## src/rtl/prog_loader.sv

```systemverilog
// Program loader: fills word-addressed memory from a byte stream
// (count, little-endian payload, XOR checksum) and pulses start on success.
module prog_loader #(
    parameter int ADDR_W = 10
) (
    input  logic              clk,
    input  logic              rst_n,
    input  logic              arm,
    input  logic [7:0]        in_data,
    input  logic              in_valid,
    output logic              in_ready,
    output logic              mem_we,
    output logic [ADDR_W-1:0] mem_addr,
    output logic [31:0]       mem_wdata,
    output logic              start,
    output logic              busy,
    output logic              done,
    output logic              err
);

    localparam logic [16:0] DEPTH = 17'(1) << ADDR_W;

    typedef enum logic [2:0] {
        IDLE, CNT_LO, CNT_HI, DATA, CSUM, START, DONE, ERR
    } state_t;

    state_t            state_q, state_d;
    logic [15:0]       cnt_q;
    logic [1:0]        byte_q;
    logic [ADDR_W-1:0] word_q;
    logic [23:0]       buf_q;
    logic [7:0]        csum_q;
    logic              mem_we_q;
    logic [ADDR_W-1:0] mem_addr_q;
    logic [31:0]       mem_wdata_q;

    logic        acc;
    logic        arm_go;
    logic [15:0] n_full;
    logic        cnt_bad;
    logic        last_word;

    assign acc       = in_valid && in_ready;
    assign arm_go    = arm && (state_q == IDLE || state_q == DONE || state_q == ERR);
    assign n_full    = {in_data, cnt_q[7:0]};
    assign cnt_bad   = (n_full == 16'd0) || ({1'b0, n_full} > DEPTH);
    assign last_word = (16'(word_q) == cnt_q - 16'd1);

    always_ff @(posedge clk or negedge rst_n) begin
        if (!rst_n) begin
            state_q <= IDLE;
        end else begin
            state_q <= state_d;
        end
    end

    always_comb begin
        state_d  = state_q;
        in_ready = 1'b0;
        busy     = 1'b0;
        start    = 1'b0;
        done     = 1'b0;
        err      = 1'b0;
        case (state_q)
            IDLE: if (arm) state_d = CNT_LO;
            CNT_LO: begin
                in_ready = 1'b1;
                busy     = 1'b1;
                if (in_valid) state_d = CNT_HI;
            end
            CNT_HI: begin
                in_ready = 1'b1;
                busy     = 1'b1;
                if (in_valid) state_d = cnt_bad ? ERR : DATA;
            end
            DATA: begin
                in_ready = 1'b1;
                busy     = 1'b1;
                if (in_valid && byte_q == 2'd3 && last_word) state_d = CSUM;
            end
            CSUM: begin
                in_ready = 1'b1;
                busy     = 1'b1;
                if (in_valid) state_d = (in_data == csum_q) ? START : ERR;
            end
            START: begin
                busy    = 1'b1;
                start   = 1'b1;
                state_d = DONE;
            end
            DONE: begin
                done = 1'b1;
                if (arm) state_d = CNT_LO;
            end
            ERR: begin
                err = 1'b1;
                if (arm) state_d = CNT_LO;
            end
            default: state_d = IDLE;
        endcase
    end

    always_ff @(posedge clk or negedge rst_n) begin
        if (!rst_n) begin
            cnt_q       <= '0;
            byte_q      <= '0;
            word_q      <= '0;
            buf_q       <= '0;
            csum_q      <= '0;
            mem_we_q    <= 1'b0;
            mem_addr_q  <= '0;
            mem_wdata_q <= '0;
        end else begin
            mem_we_q <= 1'b0;
            if (arm_go) begin
                byte_q     <= '0;
                word_q     <= '0;
                mem_addr_q <= '0;
                csum_q     <= '0;
            end
            if (acc) begin
                case (state_q)
                    CNT_LO: cnt_q[7:0]  <= in_data;
                    CNT_HI: cnt_q[15:8] <= in_data;
                    DATA: begin
                        csum_q <= csum_q ^ in_data;
                        byte_q <= byte_q + 2'd1;
                        case (byte_q)
                            2'd0: buf_q[7:0]   <= in_data;
                            2'd1: buf_q[15:8]  <= in_data;
                            2'd2: buf_q[23:16] <= in_data;
                            default: begin
                                // fourth byte completes the word; word_q holds the next free address
                                mem_we_q    <= 1'b1;
                                mem_addr_q  <= word_q;
                                mem_wdata_q <= {in_data, buf_q};
                                word_q      <= word_q + 1'b1;
                            end
                        endcase
                    end
                    default: ;
                endcase
            end
        end
    end

    assign mem_we    = mem_we_q;
    assign mem_addr  = mem_addr_q;
    assign mem_wdata = mem_wdata_q;

endmodule

```

## config.mk

```make
export PLATFORM = sky130hd
export DESIGN_NAME = prog_loader
export DESIGN_NICKNAME = d
export VERILOG_FILES = /design/src/rtl/prog_loader.sv
export SDC_FILE = /design/constraint.sdc
export NUM_CORES = 1
export LEC_CHECK = 0
export ABC_AREA = 1
export BUFFER_PORTS_ARGS = -buffer_cell sky130_fd_sc_hd__buf_4
export CORE_MARGIN = 2
export CORE_UTILIZATION = 43
export DETAILED_ROUTE_END_ITERATION = 10
export GPL_ROUTABILITY_DRIVEN = 0
export PLACE_DENSITY_LB_ADDON = 0.08
export SYNTH_ARGS = -nofsm -noshare
export SYNTH_HDL_FRONTEND = slang
export SYNTH_SLANG_ARGS = --single-unit
```

## constraint.sdc

```tcl
create_clock -name clk -period 3.95 [get_ports clk]
set_input_delay 0.79 -clock clk [delete_from_list [all_inputs] [get_ports clk]]
set_output_delay 0.79 -clock clk [all_outputs]
set_load 0.01 [all_outputs]
```

# After elaboration in Yosys (flattened, before gate mapping)
# Index checks and enable logic that the tools add are counted.
# Widths: inputs -> output; s select.
dict set report totals {
  ff_bits 106
  latch_bits 0
  mem_bits_rw 0
  rom_bits 0
  out_inout_bits 48
  word_cells 86
  memories 0
}
dict set report op_classes {
  addsub 3
  multipliers 0
  div 0
  order_cmp 1
  eq_ne 17
  shifts 0
  muxes 30
  bitwise 2
  n_reduce_logical 21
}
# operator n
set ops {}
lappend ops {{$mux 10} 8}
lappend ops {{$mux 8} 3}
lappend ops {{$mux 3} 6}
lappend ops {{$pmux 3 s6} 1}
lappend ops {{$eq 10x16->1} 1}
lappend ops {{$gt 16x11->1 const B} 1}
lappend ops {{$logic_not 16->1} 1}
lappend ops {{$sub 16x1->16 const B} 1}
lappend ops {{$eq 3x3->1 const B} 4}
lappend ops {{$reduce_and 3->1} 4}
lappend ops {{$add 10x1->10 const B} 1}
lappend ops {{$eq 8x8->1} 1}
lappend ops {{$mux 1} 8}
lappend ops {{$mux 2} 4}
lappend ops {{$ne 2x2->1 const B} 4}
lappend ops {{$xor 8x8->8} 1}
lappend ops {{$eq 3x2->1 const B} 2}
lappend ops {{$reduce_or 3->1} 2}
lappend ops {{$reduce_and 5->1} 1}
lappend ops {{$reduce_or 5->1} 1}
lappend ops {{$eq 2x2->1 const B} 2}
lappend ops {{$logic_and 1x1->1} 4}
lappend ops {{$reduce_and 2->1} 2}
lappend ops {{$reduce_or 4->1} 1}
lappend ops {{other kinds (8)} 10}

# Longest topological paths before layout
dict set report logic_depth {
  ltp_word 8
  depth_mapped 16
}

# Least setup slack after synthesis
# OpenSTA, ideal clock, no wires.
dict set report synth_timing {
  kind {reg2out}
  start {reg state_q[1]}
  end {out busy}
  arrival_time_ns 1.013
  path_slack_ns 2.147
  stages_incl_launch_ff 3
  n_path_buf 0
  path_cell_list {dfrtp_1 -> ha_1 -> or2_2}
}
dict set report synth_between {
  elab_chain_cells 3
  word_cells_on_any_way 7
  classes_between {5 x eq/ne; 1 x mux; 1 x reduce/logical}
}
# element line
set synth_lines {}
lappend synth_lines {{start, declared} 27} ;# state_t state_q, state_d;
lappend synth_lines {{start signal, assigned} 53} ;# state_q <= state_d;
lappend synth_lines {{$eq 3x3->1 (tied with other cells)} 64} ;# case (state_q)
lappend synth_lines {{$reduce_or 5->1 (no line) *} n/a}
lappend synth_lines {{$mux 1 *} 64}
lappend synth_lines {{end, declared} 16} ;# output logic busy,
# Mark *: on every way between the ends. The rest lies on a longest branch, timed or not.

# Final worst setup path
# Ends and elaborated chain as after synthesis.

==> impl_results.md <==
- Status: complete, no violations
- Post-layout util: 51.3%
- Max Cap Violations: 0
- Top post-synthesis cells by count: nand2_1, dfrtp_1, o21ai_0
- PD cells: 633 mW/mm^2
- Max Freq: 424 MHz
- Post-layout min period: 2.36 ns
- Internal Power: 2.28 mW
- Worst-path clk slew: 0.07 ns
- EDFF count, synth: 0
- Crit path kind: reg2out
- RSZ-0062 raised after global routing: false
- Inserted Diodes: 0
- Post-CTS Setup Bufs: 0
- DRT iter0 DRCs: 363
- WL per Instance: 14.7 um
- Final instance area: 0.00586 mm^2
- Total gr overflow: 0
- Drt total wl: 12.0 mm
- CTS tree: done
- Crit Path Max Fanout: 6
- Final setup viols: 0
- Mapped Avg Cell Area: 8.17 um^2
- Leakage power: 3.01 nW
- H-tree lvl count: 3
- Layout cell share with drive strength beyond 1: 15.0%
- Die W: 112 um
- DR pass1 iterations: 6
- Dpl hpwl: 8.34 mm
- P_sw: 1.42 mW
- FF+latch count, synth: 106
- Net Sw Frac: 38.3%
- Max-slew violations: 0
- Core footprint: 0.0114 mm^2
- Maximum VDD drop: 0.422 mV
- Clk_skew: 0.00690 ns
- Cell count after synthesis: 616
- FFs w/ async S/R, synth: 100%
- CP arrival: 1.57 ns
- Top post-synthesis cells by area: dfrtp_1, nand2_1, o21ai_0, nand3_1, inv_1
- # IOs: 60
- Power, Total: 3.71 mW
- Data required time of the worst path: 3.16 ns
- Setup_tns: 0 ns
- Initial antenna violation count: 0
- Setup crit start: state_q[1]$_DFFE_PN0P_
- Hold_buf cts: 0
- Fin crit share: 59.7%
- Post-CTS Resized: 0
- Starting Density: 44.1%
- Sequential share of the synthesized area: 52.7%
- Syn_nets: 637
- Seq pwr share: 43.4%
- Clock power share: 23.2%
- CTS Root Cell: clkbuf_16
- CTS max path bufs: 2
- Combinational share of power: 33.4%
- CP startpoint kind: register
- Fill count: 1135
- Cell Rows: 39
- Cell Area, Synth: 0.00503 mm^2
- Vias in the first global route: 3886
- Final Hold Viols: 0
- Total Routing Usage GR: 20.2%
- Worst Setup End Kind: primary output
- Die Area: 0.0126 mm^2
- Synth top area share: 52.7%
- PortBufs: 59
- Vias per cell: 4.99
- Overall die height: 112 um
- Yosys top cell by area: dfrtp_1
- Actual slew at the worst max-slew pin: 1.03 ns
- Synth Flop Type: dfrtp_1
- Clk sinks: 106
- Hold_sp: mem_wdata[8]$_DFFE_PN0P_
- First-pass GRT wire length: 20.1 mm
- Synth warn: 0
- R2R Path Start: state_q[2]$_DFFE_PN0P_
- Synth cell types: 31
- Nets: 690
- Worst-Skew Late Latency: 0.36 ns
- DRC: 0
- Area post-placement: 0.00558 mm^2
- Vias: 4074
- Count leader, synth: nand2_1
- Worst Hold Class: reg2reg
- CTS Buf Count: 9
- Area Growth Syn to Fin: 16.3%
- Routed Antenna Nets: 0
- Max_slew headroom: 30.9%
- Pin count of the biggest net entering global routing: 71
-- per-layer routing --
metal / GRT usage [%] / vias to the layer above / part of all wire [%]
met3: 4.10 / 13 / 3.9
met5: 0 / - / 0
met4: 6.42 / 0 / 1.3
li1: - / 2069 / -
met1: 29.2 / 1907 / 49
met2: 30.8 / 85 / 46
-- kinds of logic after synthesis --
kind of cell               synth area share [%]
and+or+nand+nor                            28.1
DFF                                        52.7
AOI/OAI and AO/OA                          8.97
buffers and inverters                      5.74
xor gates and xnor gates                   2.26
adders and majority gates                  2.24
-- through the flow --
stage	std cells	hold WS (ns)	worst slack (ns)
after global placement	801	0.457	1.47
after detailed placement	801	0.460	1.41
final	816	0.473	1.59
after CTS	816	0.478	1.58
after global routing	816	0.491	1.34
after floorplan	616	0.449	2.15
-- flip-flops by register name (all words and copies together), names as in the netlist --
| signal | count |
|---|---|
| buf_q | 24 |
| byte_q | 2 |
| cnt_q | 16 |
| csum_q | 8 |
| mem_addr | 10 |
| mem_wdata | 32 |
| mem_we | 1 |
| state_q | 3 |
| word_q | 10 |
-- worst max-delay path, cell delays in order (launching register included) --
cell and delay, ns:
dfrtp_1 0.45, ha_1 0.33, or2_2 0.29, buf_4 0.14
-- cells in the final DEF (no fill, tap or decap), types with 6 or more instances in the layout --
cell and count:
o21ai_1 11, nor2_4 6, buf_4 62, a21oi_1 8, dfrtp_1 106, nand3_1 44
xnor2_1 8, nand2_1 222, inv_1 43, ha_1 9, nor2_1 31, o21ai_0 66
nand2_2 6, clkbuf_16 9
-- power by group through the flow --
stage / registers [mW] / clock network, mW / logic (mW)
after floorplan: 1.57 / 0 / 0.905
after global placement: 1.62 / 0 / 1.21
after detailed placement: 1.62 / 0 / 1.24
after CTS: 1.61 / 0.882 / 1.24
after global routing: 1.65 / 0.928 / 1.44
final: 1.61 / 0.860 / 1.24
-- final cells by class --
class,instances,area (um^2),area share [%]
Clock buffer,10,239,4.08
Clock inverter,5,37.5,0.641
Inverter,50,190,3.25
Multi-Input combinational cell,440,2090,35.7
Sequential cell,106,2650,45.3
Tap cell,143,179,3.05
Timing Repair Buffer,62,465,7.95
-- worst paths after layout --
kind | end | cells after the start | slack [ns]
max in group asynchronous | word_q[9]$_DFF_PN0_ | 2 | 2.59
hold reg to reg | mem_wdata[8]$_DFFE_PN0P_ | 2 | 0.47
setup / recovery | busy | 3 | 1.59
min in group asynchronous | mem_wdata[19]$_DFFE_PN0P_ | 1 | 0.54
hold / removal | mem_wdata[8]$_DFFE_PN0P_ | 2 | 0.47
setup reg to reg | word_q[5]$_DFF_PN0_ | 10 | 1.69
Power figures use the tool's default switching activity.
